==> src/rtl/rsr_shift_add_ctrl.sv <==
// ---------------------------------------------------------------------------
// rsr_shift_add_ctrl
//
// Sequencer for the shift-right operand register of a shift-and-add
// multiplier. After a start request it loads the operand and clears the
// accumulator. It then issues one shift per cycle, and adds into the
// accumulator on every shift where the register LSB is 1. The operation ends
// after N shifts, or earlier once the register has drained to zero when
// EARLY_EXIT is set.
//
// Parameters
//   N          operand register width = maximum number of shifts
//   CNT_W      step counter width, 2**CNT_W must exceed N
//   EARLY_EXIT 1: stop as soon as reg_zero is seen in RUN
//              0: always perform exactly N shifts
//
// Ports
//   clk         in   rising-edge clock
//   reset       in   asynchronous active-low reset (0 = reset)
//   start       in   request a new operation; honoured in IDLE and DONE
//   abort       in   synchronous cancel back to IDLE, no done pulse
//   reg_lsb     in   data_out[0] of the operand register
//   reg_zero    in   operand register currently holds zero
//   load_en     out  load strobe to the operand register
//   shift_en    out  shift strobe to the operand register
//   acc_clr     out  clear the accumulator
//   acc_add_en  out  add (multiplicand << step_cnt) into the accumulator
//   step_cnt    out  shifts already issued in this operation
//   busy        out  operation in progress (LOAD or RUN)
//   done        out  one-cycle completion pulse
// ---------------------------------------------------------------------------
module rsr_shift_add_ctrl #(
    parameter int N          = 14,
    parameter int CNT_W      = 4,
    parameter bit EARLY_EXIT = 1'b1
) (
    input  logic             clk,
    input  logic             reset,
    input  logic             start,
    input  logic             abort,
    input  logic             reg_lsb,
    input  logic             reg_zero,
    output logic             load_en,
    output logic             shift_en,
    output logic             acc_clr,
    output logic             acc_add_en,
    output logic [CNT_W-1:0] step_cnt,
    output logic             busy,
    output logic             done
);

    typedef enum logic [1:0] {
        S_IDLE = 2'd0,
        S_LOAD = 2'd1,
        S_RUN  = 2'd2,
        S_DONE = 2'd3
    } state_t;

    localparam logic [CNT_W-1:0] LAST_STEP = CNT_W'(N - 1);
    localparam logic [CNT_W-1:0] MAX_STEP  = CNT_W'(N);

    state_t           state;
    state_t           state_nxt;
    logic [CNT_W-1:0] cnt;
    logic [CNT_W-1:0] cnt_nxt;

    // The step count tops out at N; saturating keeps a stray extra increment
    // from ever wrapping the counter back to a small value.
    function automatic logic [CNT_W-1:0] sat_inc(input logic [CNT_W-1:0] v);
        if (v >= MAX_STEP) begin
            return MAX_STEP;
        end
        return v + 1'b1;
    endfunction

    always_ff @(posedge clk or negedge reset) begin
        if (!reset) begin
            state <= S_IDLE;
            cnt   <= '0;
        end else begin
            state <= state_nxt;
            cnt   <= cnt_nxt;
        end
    end

    always_comb begin
        state_nxt  = state;
        cnt_nxt    = cnt;
        load_en    = 1'b0;
        shift_en   = 1'b0;
        acc_clr    = 1'b0;
        acc_add_en = 1'b0;
        busy       = 1'b0;
        done       = 1'b0;

        case (state)
            S_IDLE: begin
                cnt_nxt = '0;
                if (start) begin
                    state_nxt = S_LOAD;
                end
            end

            S_LOAD: begin
                load_en   = 1'b1;
                acc_clr   = 1'b1;
                busy      = 1'b1;
                cnt_nxt   = '0;
                state_nxt = S_RUN;
            end

            S_RUN: begin
                busy = 1'b1;
                // A drained register contributes nothing further, so stop
                // without spending a shift on it.
                if (EARLY_EXIT && reg_zero) begin
                    state_nxt = S_DONE;
                end else begin
                    shift_en   = 1'b1;
                    acc_add_en = reg_lsb;
                    cnt_nxt    = sat_inc(cnt);
                    if (cnt == LAST_STEP) begin
                        state_nxt = S_DONE;
                    end
                end
            end

            S_DONE: begin
                done = 1'b1;
                // Counter is held through DONE so the final step count is
                // visible alongside the pulse; it restarts from zero after.
                cnt_nxt = '0;
                if (start) begin
                    state_nxt = S_LOAD;
                end else begin
                    state_nxt = S_IDLE;
                end
            end

            default: begin
                state_nxt = S_IDLE;
                cnt_nxt   = '0;
            end
        endcase

        // Cancel overrides every strobe in the same cycle, including a
        // pending done pulse; busy still reflects the state being left.
        if (abort) begin
            load_en    = 1'b0;
            shift_en   = 1'b0;
            acc_clr    = 1'b0;
            acc_add_en = 1'b0;
            done       = 1'b0;
            state_nxt  = S_IDLE;
            cnt_nxt    = '0;
        end
    end

    assign step_cnt = cnt;

endmodule

==> config.mk <==
export PLATFORM = sky130hd
export DESIGN_NAME = rsr_shift_add_ctrl
export DESIGN_NICKNAME = d
export VERILOG_FILES = /design/src/rtl/rsr_shift_add_ctrl.sv
export SDC_FILE = /design/constraint.sdc
export NUM_CORES = 1
export LEC_CHECK = 0
export CAP_MARGIN = 40
export CORE_MARGIN = 3
export CORE_UTILIZATION = 32
export CTS_CLUSTER_SIZE = 28
export DETAILED_ROUTE_END_ITERATION = 10
export PLACE_DENSITY = 0.69
export SYNTH_ARGS = -nofsm -noshare
export SYNTH_HDL_FRONTEND = slang
export SYNTH_SLANG_ARGS = --single-unit
==> constraint.sdc <==
create_clock -name clk -period 3 [get_ports clk]
set_input_delay 0.3 -clock clk [delete_from_list [all_inputs] [get_ports clk]]
set_output_delay 0.3 -clock clk [all_outputs]
set_load 0.02 [all_outputs]
Word-level counts from Yosys, hierarchy flattened
Index checks and enable logic that the tools add are counted.
{ "classes": {"n_reduce_logical": 4, "muxes": 25, "n_addsub": 1, "order_cmp": 1, "eq_ne": 7} }
{ "ops": {"columns": ["cell", "count"], "rows": [
  ["2-to-1 mux 4 bit", 4],
  ["2-to-1 mux 1 bit", 15],
  ["2-to-1 mux 2 bit", 4],
  ["case mux 2 bit (4 select lines)", 1],
  ["case mux 4 bit (2 select lines)", 1],
  ["!= test 3 bit (second input constant)", 2],
  ["adder 4 x 1 -> 4 bit (second input constant)", 1],
  ["== test 2 bit (second input constant)", 2],
  ["== test 4 bit (second input constant)", 1],
  ["greater-or-equal comparator 4 bit (second input constant)", 1],
  ["!= test 4 bit (second input constant)", 1],
  ["OR reduction 3 bit", 1],
  ["== test 2 x 1 -> 1 bit (second input constant)", 1],
  ["zero test 2 bit", 1],
  ["AND reduction 2 bit", 1],
  ["OR reduction 2 bit", 1]
]} }
{ "word_totals": {"word_cells": 40, "reg_bits": 6} }

Longest topological paths before layout
{ "depth": {"ltp_word": 8, "ltp_mapped": 5, "mapped_depth_nobuf": 5} }

Worst setup path before layout
No wires, ideal clock.
{ "synth_timing": {"path_type": "register -> output", "from": "register state[0]", "to": "output port acc_add_en", "stages_incl_launch_ff": 5, "path_buffers": 0, "path_slack_ps": 1294, "required_ps": 2700, "t_arrival_ps": 1406, "cell_sequence": "dfrtp_1 > inv_1 > ha_1 > nor3b_4 > and2_1"} }
{ "synth_between": {"elab_chain_cells": 3} }
{ "synth_lines": {"columns": ["element", "line_no", "source"], "rows": [
  ["from (decl)", "62", "state_t state;"],
  ["from (signal assigned)", "81", "state <= state_nxt;"],
  ["== test 2 bit", "96", "case (state)"],
  ["2-to-1 mux 1 bit", "96", null],
  ["2-to-1 mux 1 bit", "148", "if (abort) begin"],
  ["to (decl)", "46", "output logic acc_add_en,"]
]} }
Every way passes these cells.

Final worst setup path
Ends and elaborated chain as after synthesis.

==> summary.txt <==
Status
  • Status: finished, final reports clean

Clock tree
  • Worst-path clk slew: 40 ps
  • Clk_lat worst skew: 240 ps
  • Clock buffer depth: 2
  • Hold-fix buffers, CTS: 0
  • H-Tree Depth: 1
  • CTS buffer count: 3
  • CTS root buffer: clkbuf_4
  • PostCTS Resize Cnt: 0
  • CTS tree: yes
  • CTS Sinks: 6
  • Postcts setup bufs: 0

Critical path
  • Setup CP Type: flop to primary output
  • Internal reg-to-reg setup slack: 1480 ps
  • Top delay family on crit path: buffers and inverters
  • Slowest stage delay, CP: 590 ps
  • Crit path required time: 2700 ps
  • CP arrival: 2060 ps
  • Worst Path Buf+Inv: 2
  • Slowest CP cell: clkdlybuf4s50_1
  • Crit end category: primary output
  • CP max FO: 5
  • Worst Setup Start Kind: flop
  • Worst-path cell chain: inv_1, ha_1, nor3b_4, and2_1, clkdlybuf4s50_1

Synthesis
  • Top_reg_cell synth: dfrtp_1
  • Library cells used by synthesis: 27
  • Number of synthesized register bits: 6
  • FFs w/ async S/R, synth: 1.000
  • Post-Syn Area: 498.0 µm²
  • Post-synthesis sequential area ratio: 0.3015
  • Post-Syn Nets: 63
  • EDFF count, synth: 0
  • Post-Synthesis Cells: 49
  • Avg Cell Area, Syn: 10.16 µm²
  • Yosys warns: 0

Route
  • Pre-antenna DRT Iters: 4
  • ANT nets after route: 0
  • Post-Route WL: 986 µm
  • Via density: 5.210
  • Max layer used: met4
  • Met1 WL: 485 µm
  • Routed length on met3: 53 µm
  • WL per Instance: 12.17 µm
  • Residual DRC: 0
  • Initial DRC count: 10
  • Vias: 422
  • Met2 Routed Length: 429 µm

Placement
  • Hpwl dp: 788 µm
  • Post-Place Cell Area: 659.4 µm²
  • Placed instance count: 78
  • Port bufs: 15
  • Placer Congestion: 0.7831
  • Pre-CTS WS: 794.9 ps

Power and ir drop
  • Net Sw Power: 157.7 µW
  • Worst VDD drop: 291.6 µV
  • Clk pwr share: 0.176
  • Sw frac: 0.3917
  • Logic pwr share: 0.540
  • PD cells: 590.6 mW/mm²
  • Leakage: 0.0002979 µW
  • Design Power: 402.7 µW
  • Pint: 245.0 µW
  • Reg power frac: 0.285

Cells and area
  • Layout net count: 82
  • Finished Layout Cells: 81
  • Most common cell after layout, fill and taps aside: clkdlybuf4s50_1
  • Number of antenna diodes: 0
  • Final Cell Area: 681.9 µm²
  • Area growth from synthesis to layout: 36.93%
  • Share of cells above drive strength 1: 0.1212
  • Most frequent cells in the layout: clkdlybuf4s50_1, ha_1, inv_1, dfrtp_1

Global routing
  • GRT overflow: 0
  • Initial antenna violation count: 0
  • Largest net degree at the start of global routing: 9
  • First-pass GRT wire length: 1.676 mm
  • Vias in the first global route: 382
  • Total GRT Usage: 0.1166

STA
  • Final worst slack: 641.3 ps
  • Post-route setup TNS: 0 ps
  • Slew at the pin closest to its max-slew limit: 353.3 ps
  • Final hold viol count: 0
  • Slew HR: 0.7614
  • RSZ-0062 raised after global routing: no
  • Slew Viols, Final: 0
  • Fin crit share: 0.7862
  • Final setup viols: 0
  • Final setup skew: 5.001 ps
  • Minimum clock period: 2359 ps
  • Fmax: 424.0 MHz

Floorplanning
  • Initial core utilization: 0.3602
  • Die height: 45.45 µm
  • IO Pins: 16
  • CORE AREA: 0.001383 mm²
  • Die width: 45.45 µm
  • Row count: 13
  • Die area: 0.002066 mm²

Min path
  • Hold Path Class: primary input to async pin

Run
  • Max_cap viols: 0
-- cells in the mapped netlist (all sizes together), types with 2 or more instances --
library cell	instances	area share
nand2b	3	0.053
dfrtp	6	0.30
and2	2	0.030
nand3	3	0.030
nor2	2	0.015
o211ai	2	0.040
inv	7	0.053
ha	8	0.20
-- cell type report --
| type | instances | area (µm²) |
|---|---|---|
| clock buffers | 3 | 22.52 |
| inverters | 7 | 26.28 |
| multi-input cells | 35 | 314.1 |
| fillers | 134 | 700.7 |
| well taps | 15 | 18.77 |
| repair buffers | 15 | 150.1 |
| flip-flops and latches | 6 | 150.1 |
-- path summary, 6_finish.rpt --
kind | from | depth (start not counted) | endpoint
max in group asynchronous | reset | 1 | step_cnt[3]$_DFFE_PN0P_
worst max register to register | state[0]$_DFFE_PN0P_ | 5 | state[1]$_DFFE_PN0P_
worst max-delay path | state[0]$_DFFE_PN0P_ | 5 | acc_add_en
worst min-delay path | reset | 1 | state[1]$_DFFE_PN0P_
worst min register to register | step_cnt[3]$_DFFE_PN0P_ | 2 | step_cnt[3]$_DFFE_PN0P_
min in group clk | step_cnt[3]$_DFFE_PN0P_ | 2 | step_cnt[3]$_DFFE_PN0P_
-- state kept, by name, summed over array words and instances (netlist names) --
register  count
state         2
step_cnt      4
-- cells by family after synthesis --
group / after synthesis / synth area share
and+or+nand+nor: 17 / 0.2412
AOI/OAI and AO/OA: 10 / 0.1885
buffers and inverters: 8 / 0.06785
adders and majority gates: 8 / 0.2010
DFF: 6 / 0.3015
-- per-layer routing --
metal  vias up  GRT usage
li1        209          -
met1       200     0.1716
met2        11     0.1448
met3         2    0.02372
met4         0    0.08772
met5         -          0
-- per-stage QoR --
step | hold slack, ps | util
after CTS | 283.5 | 0.4932
after global placement | 545.4 | 0.4769
after floorplan | 4.409 | -
after global routing | 292.8 | 0.4932
after detailed placement | 546.3 | 0.4769
final | 287.2 | 0.4932
-- worst reg2reg max path, cell delays in order, from the launching register on --
cell and delay [ps]:
dfrtp_1 400, inv_1 170, ha_1 240, nor3b_4 260, and2_4 190, o211ai_1 120
-- power groups by stage --
stage          clock, µW  combinational (µW)  sequential, µW
4_1_cts             75.5                 221             115
3_3_place_gp           0                 219             116
3_5_place_dp           0                 220             116
5_1_grt             78.2                 240             118
2_1_floorplan          0                 147             114
6_report            70.8                 217             115
Note: power is estimated with default switching activity, not from simulation.
